--- src/rtl/sys_ctrl_pkg.sv ---
// Shared definitions for the UART command parser.
// Contents: command codes (first byte of a frame), register-file addresses that
// receive the ALU operands, and the parser state encoding.
package sys_ctrl_pkg;

    localparam logic [7:0] CMD_WR      = 8'hAA;  // write: addr, data
    localparam logic [7:0] CMD_RD      = 8'hBB;  // read: addr
    localparam logic [7:0] CMD_ALU     = 8'hCC;  // ALU with operands: opA, opB, fun
    localparam logic [7:0] CMD_ALU_NOP = 8'hDD;  // ALU without operands: fun

    localparam int unsigned OPA_ADDR = 0;
    localparam int unsigned OPB_ADDR = 1;

    typedef enum logic [2:0] {
        ST_IDLE,
        ST_WR_ADDR,
        ST_WR_DATA,
        ST_RD_ADDR,
        ST_ALU_A,
        ST_ALU_B,
        ST_ALU_FUN,
        ST_WAIT_RSP
    } state_t;

endpackage

--- src/rtl/sys_ctrl_rx_if.sv ---
// Received-byte stream from the UART receiver into the command parser.
// Signals: rx_data (received byte), rx_valid (one-cycle pulse per frame),
// parity_error / stop_error (qualify the current rx_valid).
// Modports: master = UART receiver side, slave = parser side.
interface sys_ctrl_rx_if #(
    parameter int unsigned DATA_W = 8
);
    logic [DATA_W-1:0] rx_data;
    logic              rx_valid;
    logic              parity_error;
    logic              stop_error;

    modport master (output rx_data, rx_valid, parity_error, stop_error);
    modport slave  (input  rx_data, rx_valid, parity_error, stop_error);
endinterface

--- src/rtl/sys_ctrl_rx.sv ---
// Command parser downstream of the UART receiver. Decodes multi-byte frames
// into single-cycle register write/read strobes and ALU execute strobes.
// Ports:
//   clk, rst       - system clock, synchronous active-high reset
//   rx             - received byte stream (sys_ctrl_rx_if.slave)
//   rsp_ready      - response path can accept a read or ALU result
//   rf_wr_en/rf_rd_en/rf_addr/rf_wr_data - register-file request
//   alu_en/alu_fun - ALU execute strobe and function
//   busy           - a frame is in progress or a request is pending
//   cmd_err        - pulse on an aborted or illegal frame
//   overrun        - pulse when a byte is dropped while waiting on rsp_ready
// Optional: define SYS_CTRL_RX_TIMEOUT_EN to abort partial frames after
// TIMEOUT_CYC cycles without a received byte.
module sys_ctrl_rx
    import sys_ctrl_pkg::*;
#(
    parameter int unsigned DATA_W      = 8,
    parameter int unsigned ADDR_W      = 4,
    parameter int unsigned FUN_W       = 4,
    parameter int unsigned TIMEOUT_CYC = 2048
) (
    input  logic                clk,
    input  logic                rst,
    sys_ctrl_rx_if.slave        rx,
    input  logic                rsp_ready,
    output logic                rf_wr_en,
    output logic                rf_rd_en,
    output logic [ADDR_W-1:0]   rf_addr,
    output logic [DATA_W-1:0]   rf_wr_data,
    output logic                alu_en,
    output logic [FUN_W-1:0]    alu_fun,
    output logic                busy,
    output logic                cmd_err,
    output logic                overrun
);

    state_t            state, state_n;
    logic [DATA_W-1:0] rx_byte;
    logic              good, bad, addr_ok, timeout_hit;

    // Pending request captured before the response path is ready.
    logic [ADDR_W-1:0] addr_q, addr_n;
    logic [FUN_W-1:0]  fun_q, fun_n;
    logic              pend_alu, pend_alu_n;

    logic              rf_wr_en_n, rf_rd_en_n, alu_en_n, cmd_err_n, overrun_n;
    logic [ADDR_W-1:0] rf_addr_n;
    logic [DATA_W-1:0] rf_wr_data_n;
    logic [FUN_W-1:0]  alu_fun_n;

    assign rx_byte = rx.rx_data;
    assign good    = rx.rx_valid & ~rx.parity_error & ~rx.stop_error;
    assign bad     = rx.rx_valid & (rx.parity_error | rx.stop_error);
    assign addr_ok = (rx_byte[DATA_W-1:ADDR_W] == '0);
    assign busy    = (state != ST_IDLE);

`ifdef SYS_CTRL_RX_TIMEOUT_EN
    localparam int unsigned TO_W = $clog2(TIMEOUT_CYC);
    logic [TO_W-1:0] idle_cnt;
    logic            timed;

    // WAIT_RSP and IDLE are not subject to the inter-byte timeout.
    assign timed       = (state != ST_IDLE) && (state != ST_WAIT_RSP);
    assign timeout_hit = timed && !rx.rx_valid && (idle_cnt == TO_W'(TIMEOUT_CYC - 1));

    always_ff @(posedge clk) begin
        if (rst || rx.rx_valid || !timed) begin
            idle_cnt <= '0;
        end else begin
            idle_cnt <= idle_cnt + 1'b1;
        end
    end
`else
    assign timeout_hit = 1'b0;
`endif

    always_comb begin
        state_n      = state;
        addr_n       = addr_q;
        fun_n        = fun_q;
        pend_alu_n   = pend_alu;
        rf_wr_en_n   = 1'b0;
        rf_rd_en_n   = 1'b0;
        alu_en_n     = 1'b0;
        cmd_err_n    = 1'b0;
        overrun_n    = 1'b0;
        rf_addr_n    = rf_addr;
        rf_wr_data_n = rf_wr_data;
        alu_fun_n    = alu_fun;

        if (state == ST_WAIT_RSP) begin
            // Every byte arriving here is dropped, including one on the exit cycle.
            overrun_n = rx.rx_valid;
            if (rsp_ready) begin
                state_n = ST_IDLE;
                if (pend_alu) begin
                    alu_en_n  = 1'b1;
                    alu_fun_n = fun_q;
                end else begin
                    rf_rd_en_n = 1'b1;
                    rf_addr_n  = addr_q;
                end
            end
        end else if (bad) begin
            cmd_err_n = 1'b1;
            state_n   = ST_IDLE;
        end else if (good) begin
            unique case (state)
                ST_IDLE: begin
                    if (rx_byte == DATA_W'(CMD_WR))           state_n = ST_WR_ADDR;
                    else if (rx_byte == DATA_W'(CMD_RD))      state_n = ST_RD_ADDR;
                    else if (rx_byte == DATA_W'(CMD_ALU))     state_n = ST_ALU_A;
                    else if (rx_byte == DATA_W'(CMD_ALU_NOP)) state_n = ST_ALU_FUN;
                    else                                      cmd_err_n = 1'b1;
                end
                ST_WR_ADDR, ST_RD_ADDR: begin
                    if (!addr_ok) begin
                        cmd_err_n = 1'b1;
                        state_n   = ST_IDLE;
                    end else if (state == ST_WR_ADDR) begin
                        addr_n  = rx_byte[ADDR_W-1:0];
                        state_n = ST_WR_DATA;
                    end else if (rsp_ready) begin
                        rf_rd_en_n = 1'b1;
                        rf_addr_n  = rx_byte[ADDR_W-1:0];
                        state_n    = ST_IDLE;
                    end else begin
                        addr_n     = rx_byte[ADDR_W-1:0];
                        pend_alu_n = 1'b0;
                        state_n    = ST_WAIT_RSP;
                    end
                end
                ST_WR_DATA: begin
                    rf_wr_en_n   = 1'b1;
                    rf_addr_n    = addr_q;
                    rf_wr_data_n = rx_byte;
                    state_n      = ST_IDLE;
                end
                ST_ALU_A, ST_ALU_B: begin
                    rf_wr_en_n   = 1'b1;
                    rf_addr_n    = (state == ST_ALU_A) ? ADDR_W'(OPA_ADDR) : ADDR_W'(OPB_ADDR);
                    rf_wr_data_n = rx_byte;
                    state_n      = (state == ST_ALU_A) ? ST_ALU_B : ST_ALU_FUN;
                end
                ST_ALU_FUN: begin
                    if (rsp_ready) begin
                        alu_en_n  = 1'b1;
                        alu_fun_n = rx_byte[FUN_W-1:0];
                        state_n   = ST_IDLE;
                    end else begin
                        fun_n      = rx_byte[FUN_W-1:0];
                        pend_alu_n = 1'b1;
                        state_n    = ST_WAIT_RSP;
                    end
                end
                default: state_n = ST_IDLE;
            endcase
        end else if (timeout_hit) begin
            cmd_err_n = 1'b1;
            state_n   = ST_IDLE;
        end
    end

    always_ff @(posedge clk) begin
        if (rst) begin
            state      <= ST_IDLE;
            addr_q     <= '0;
            fun_q      <= '0;
            pend_alu   <= 1'b0;
            rf_wr_en   <= 1'b0;
            rf_rd_en   <= 1'b0;
            alu_en     <= 1'b0;
            cmd_err    <= 1'b0;
            overrun    <= 1'b0;
            rf_addr    <= '0;
            rf_wr_data <= '0;
            alu_fun    <= '0;
        end else begin
            state      <= state_n;
            addr_q     <= addr_n;
            fun_q      <= fun_n;
            pend_alu   <= pend_alu_n;
            rf_wr_en   <= rf_wr_en_n;
            rf_rd_en   <= rf_rd_en_n;
            alu_en     <= alu_en_n;
            cmd_err    <= cmd_err_n;
            overrun    <= overrun_n;
            rf_addr    <= rf_addr_n;
            rf_wr_data <= rf_wr_data_n;
            alu_fun    <= alu_fun_n;
        end
    end

endmodule
--- src/flat_wrapper.sv ---
// flat-port wrapper written by rule: the top's interface ports become plain ports
module sys_ctrl_rx_flat import sys_ctrl_pkg::*;
#(
    parameter int unsigned DATA_W      = 8,
    parameter int unsigned ADDR_W      = 4,
    parameter int unsigned FUN_W       = 4,
    parameter int unsigned TIMEOUT_CYC = 2048
)
  (clk, rst, rsp_ready, rf_wr_en, rf_rd_en, rf_addr, rf_wr_data, alu_en, alu_fun, busy, cmd_err, overrun, rx_rx_data, rx_rx_valid, rx_parity_error, rx_stop_error);
  sys_ctrl_rx_if #(.DATA_W(DATA_W)) rx_i ();
  input  logic clk;
  input  logic rst;
  input  logic rsp_ready;
  output logic rf_wr_en;
  output logic rf_rd_en;
  output logic [ADDR_W-1:0] rf_addr;
  output logic [DATA_W-1:0] rf_wr_data;
  output logic alu_en;
  output logic [FUN_W-1:0] alu_fun;
  output logic busy;
  output logic cmd_err;
  output logic overrun;
  input wire logic [$bits(rx_i.rx_data)-1:0] rx_rx_data;
  input wire logic [$bits(rx_i.rx_valid)-1:0] rx_rx_valid;
  input wire logic [$bits(rx_i.parity_error)-1:0] rx_parity_error;
  input wire logic [$bits(rx_i.stop_error)-1:0] rx_stop_error;
  assign rx_i.rx_data = rx_rx_data;
  assign rx_i.rx_valid = rx_rx_valid;
  assign rx_i.parity_error = rx_parity_error;
  assign rx_i.stop_error = rx_stop_error;
  sys_ctrl_rx #(.DATA_W(DATA_W), .ADDR_W(ADDR_W), .FUN_W(FUN_W), .TIMEOUT_CYC(TIMEOUT_CYC)) u_core (.clk(clk), .rst(rst), .rx(rx_i), .rsp_ready(rsp_ready), .rf_wr_en(rf_wr_en), .rf_rd_en(rf_rd_en), .rf_addr(rf_addr), .rf_wr_data(rf_wr_data), .alu_en(alu_en), .alu_fun(alu_fun), .busy(busy), .cmd_err(cmd_err), .overrun(overrun));
endmodule
--- config.mk ---
export PLATFORM = sky130hd
export DESIGN_NAME = sys_ctrl_rx_flat
export DESIGN_NICKNAME = d
export VERILOG_FILES = /design/src/rtl/sys_ctrl_pkg.sv /design/src/rtl/sys_ctrl_rx_if.sv /design/src/rtl/sys_ctrl_rx.sv /design/src/flat_wrapper.sv
export SDC_FILE = /design/constraint.sdc
export NUM_CORES = 1
export LEC_CHECK = 0
export ABC_AREA = 1
export CORE_MARGIN = 10
export CORE_UTILIZATION = 55
export CTS_BUF_LIST = sky130_fd_sc_hd__clkbuf_4 sky130_fd_sc_hd__clkbuf_8
export DETAILED_ROUTE_END_ITERATION = 10
export PLACE_DENSITY = 0.84
export SYNTH_ARGS = -nofsm -noshare
export SYNTH_HDL_FRONTEND = slang
export SYNTH_SLANG_ARGS = --single-unit
export TNS_END_PERCENT = 30
--- constraint.sdc ---
create_clock -name clk -period 3.5 [get_ports clk]
set_clock_uncertainty 0.05 [all_clocks]
set_input_delay 1.05 -clock clk [delete_from_list [all_inputs] [get_ports clk]]
set_output_delay 1.05 -clock clk [all_outputs]
set_load 0.03 [all_outputs]
==> results.md, run 1 <==
- Most frequent cells after synthesis: nand2_1, nor2_1, dfxtp_1
- Setup violations, final: 0
- Grt total ovfl: 0
- EDFF count, synth: 0
- Total GRT Usage: 16.12%
- Fmax: 330.1 MHz
- CP max stage cell: clkdlybuf4s50_1
- First-pass GRT wire length: between 7000 and 8000 um
- Post-Place Cell Area: roughly 2100 um^2
- Area grow syn2layout: 26.37%
- Drt wl/cell: around 13 um
- Number of vias per cell: 5.155
- Yosys warns: 0
- Num ports: 36
- Final min period: just over 3 ns
- Main area contributors after synthesis: dfxtp_1, nand2_1, o21ai_0
- Final #Nets: 312
- Synthesized area per cell: between 6 and 7 um^2
- Fraction of registers with async set or reset after synthesis: 0%
- Clock transition at path regs: 0.11 ns
- RSZ-0062 raised after global routing: no
- CTS tree: yes
- Synth Register Bits: 33
- Slew Limit Fails: 0
- Post-CTS resize count: 0
- Fin crit share: 86.57%
- DR iter-0 viols: around 120
- Vias: roughly 1800
- R2R cell count: 8
- CP Capture Point: busy
- Maximum vdd drop: 265.3 uV
- Port Buffers: 35
- Slowest Stage Delay on Critical Path: 0.60 ns
- Post-DP HPWL: around 3300 um
- Core Box Area: a little over 3000 um^2
- Final setup TNS: 0 ns
- Total clock sinks: 33
- Die Height: about 76 um
- CTS root buffer: clkbuf_4
- Gpl congestion: approximately 0.95
- CP required: between 2 and 2.5 ns
- Largest net degree at the start of global routing: 29
- Cell mode on critical path: inv_1
- Max Cap Violations: 0
- Largest area contributor in the netlist: dfxtp_1
- Critical path class: flip-flop to primary output
- Final WS setup: between 0.4 and 0.5 ns
- DRC Markers: 0
- Mapped Nets: approximately 270
- Clk_lat worst skew: about 0.34 ns
- Starting Density: 56.57%
- Initial antenna violation count: 0
- Crit-path cells: inv_1, nand2_1, nor2_1, inv_1, clkdlybuf4s50_1
- Crit path capture type: primary output
- Register area share after synthesis: about two fifths
- Syn Inst Count: about 260
- Setup Buffers After CTS: 0
- R2R Path End: u_core.rf_addr[1]
- Final wirelength: between 4000 and 5000 um
- CP Launch Point: u_core.state[1]
- Finished Layout Cells: about 340
- ANT nets after route: 0
- Most common cell in the netlist: nand2_1
- Slew headroom: between 70% and 80%
- Setup WS pre-CTS: between 0.7 and 0.8 ns
- Placed Instances: around 340
- Die width: approximately 76 um
- Fin Hold WS: between 0.4 and 0.5 ns
- Worst-path maximum fanout: 6
- Max Root-Sink Buffers: 2
- Post-synth top area share: roughly two fifths
- Cell area after layout: around 2200 um^2
- Share of cells above drive strength 1: ~11%
- Row Count: 20
- Hold buffers post-CTS: 0
- Number of global-route vias before repair: around 1700
- Least-Margin Pin Slew: 0.3699 ns
- Pre-antenna DRT Iters: 4
- Diodes inserted: 0
- Power Density: around 380 nW/um^2
- FF-to-FF setup slack: ~1.9 ns
- Status: finished clean
- R2r startpoint: u_core.state[1]
- Die area: 5746 um^2
- Synth unique cells: 24
- Htree depth: 2
- P_leak: around 0.95 nW
- Final Hold Viols: 0
- Critical Path AT: between 1.5 and 2 ns
- Mapped cell area: 1713 um^2
- Synth Flop Type: dfxtp_1
- Hold Crit Class: flip-flop to flip-flop
- CTS Buf Count: 5
- Crit path launch type: flip-flop
==> where the power goes <==
group	switching, W	internal, W
logic	0.000136	0.0000785
registers	0.0000120	0.000389
clock network	0.000133	0.0000842
==> registers in the layout, summed over array words and instances (netlist names), 3 cells and up <==
register           count
u_core.rf_wr_data      8
u_core.addr_q          4
u_core.alu_fun         4
u_core.fun_q           4
u_core.rf_addr         4
u_core.state           3
==> layout make-up <==
class / count / area [um^2]
Tap cell: 44 / 55.05
Inverter: 28 / 105.1
Multi-Input combinational cell: 194 / 930.9
Clock inverter: 2 / 10.01
Clock buffer: 6 / 45.04
Sequential cell: 33 / 660.6
Timing Repair Buffer: 36 / 357.8
Fill cell: 278 / 863.3
==> worst max-delay path: cells and delay by family (launching register included) <==
family	cells	cell delay [ns]
buffers and inverters	3	0.86
DFF	1	0.39
and+or+nand+nor	2	0.33
==> per-layer routing <==
layer	vias up	GRT usage (%)	wire length [um]
li1	923	-	-
met1	783	19.53	2024
met2	53	25.09	1898
met3	9	6.120	366
met4	0	6.392	90
met5	-	0	0
==> layout by cell type, fill, tap and decap left out <==
cell             instances
nand2_1                 70
nand4_1                  2
nor2_4                   4
clkbuf_4                 6
o21ai_0                 28
clkdlybuf4s50_1         35
inv_1                   18
a31oi_1                  4
nand3_2                  1
o21ai_1                  1
a21oi_1                 26
nand3b_1                 3
clkinv_1                 1
nand3_1                 10
nor3_4                   2
nor2_1                  34
inv_2                    9
buf_4                    1
nand2_2                  5
clkinv_2                 2
o21ai_2                  1
dfxtp_1                 33
nor2_2                   1
o21ai_4                  1
nor3_1                   1
==> through the flow <==
step / utilization, % / total power, W
after global placement: 69.67 / 0.0006219
after floorplan: - / 0.0005516
after CTS: 71.49 / 0.0008354
after global routing: 71.49 / 0.0008807
after detailed placement: 69.67 / 0.0006228
final: 71.49 / 0.0008325
==> cell families (layout without fill, tap and decap cells) <==
| group | Yosys count | in the layout | share of synthesized area [%] |
|---|---|---|---|
| buffers and inverters | 31 | 72 | 7.085 |
| flip-flops | 33 | 33 | 38.57 |
| AO/OA/AOI/OAI | 61 | 61 | 18.99 |
| AND/OR/NAND/NOR | 133 | 133 | 35.35 |
==> worst min-delay path by stage <==
stage	to	depth (start not counted)	slack (ns)	startpoint
2_1_floorplan	u_core.alu_fun[0]	2	0.41	u_core.fun_q[0]
3_3_place_gp	u_core.rf_addr[3]	2	0.41	u_core.rf_addr[3]
3_5_place_dp	u_core.alu_fun[2]	2	0.41	u_core.fun_q[2]
4_1_cts	u_core.alu_fun[2]	2	0.43	u_core.fun_q[2]
5_1_grt	u_core.alu_fun[2]	2	0.45	u_core.fun_q[2]
6_report	u_core.alu_fun[2]	2	0.43	u_core.fun_q[2]
Power figures use the tool's default switching activity.
==> run 2, diff against run 1 <==
--- a/config.mk
+++ b/config.mk
@@ -11,6 +11,7 @@
 export CTS_BUF_LIST = sky130_fd_sc_hd__clkbuf_4 sky130_fd_sc_hd__clkbuf_8
 export DETAILED_ROUTE_END_ITERATION = 10
 export PLACE_DENSITY = 0.84
+export SETUP_SLACK_MARGIN = 0.05
 export SYNTH_ARGS = -nofsm -noshare
 export SYNTH_HDL_FRONTEND = slang
 export SYNTH_SLANG_ARGS = --single-unit
==> results of run 2 <==
Final layout, timing and power as in run 1 (identical DEF).
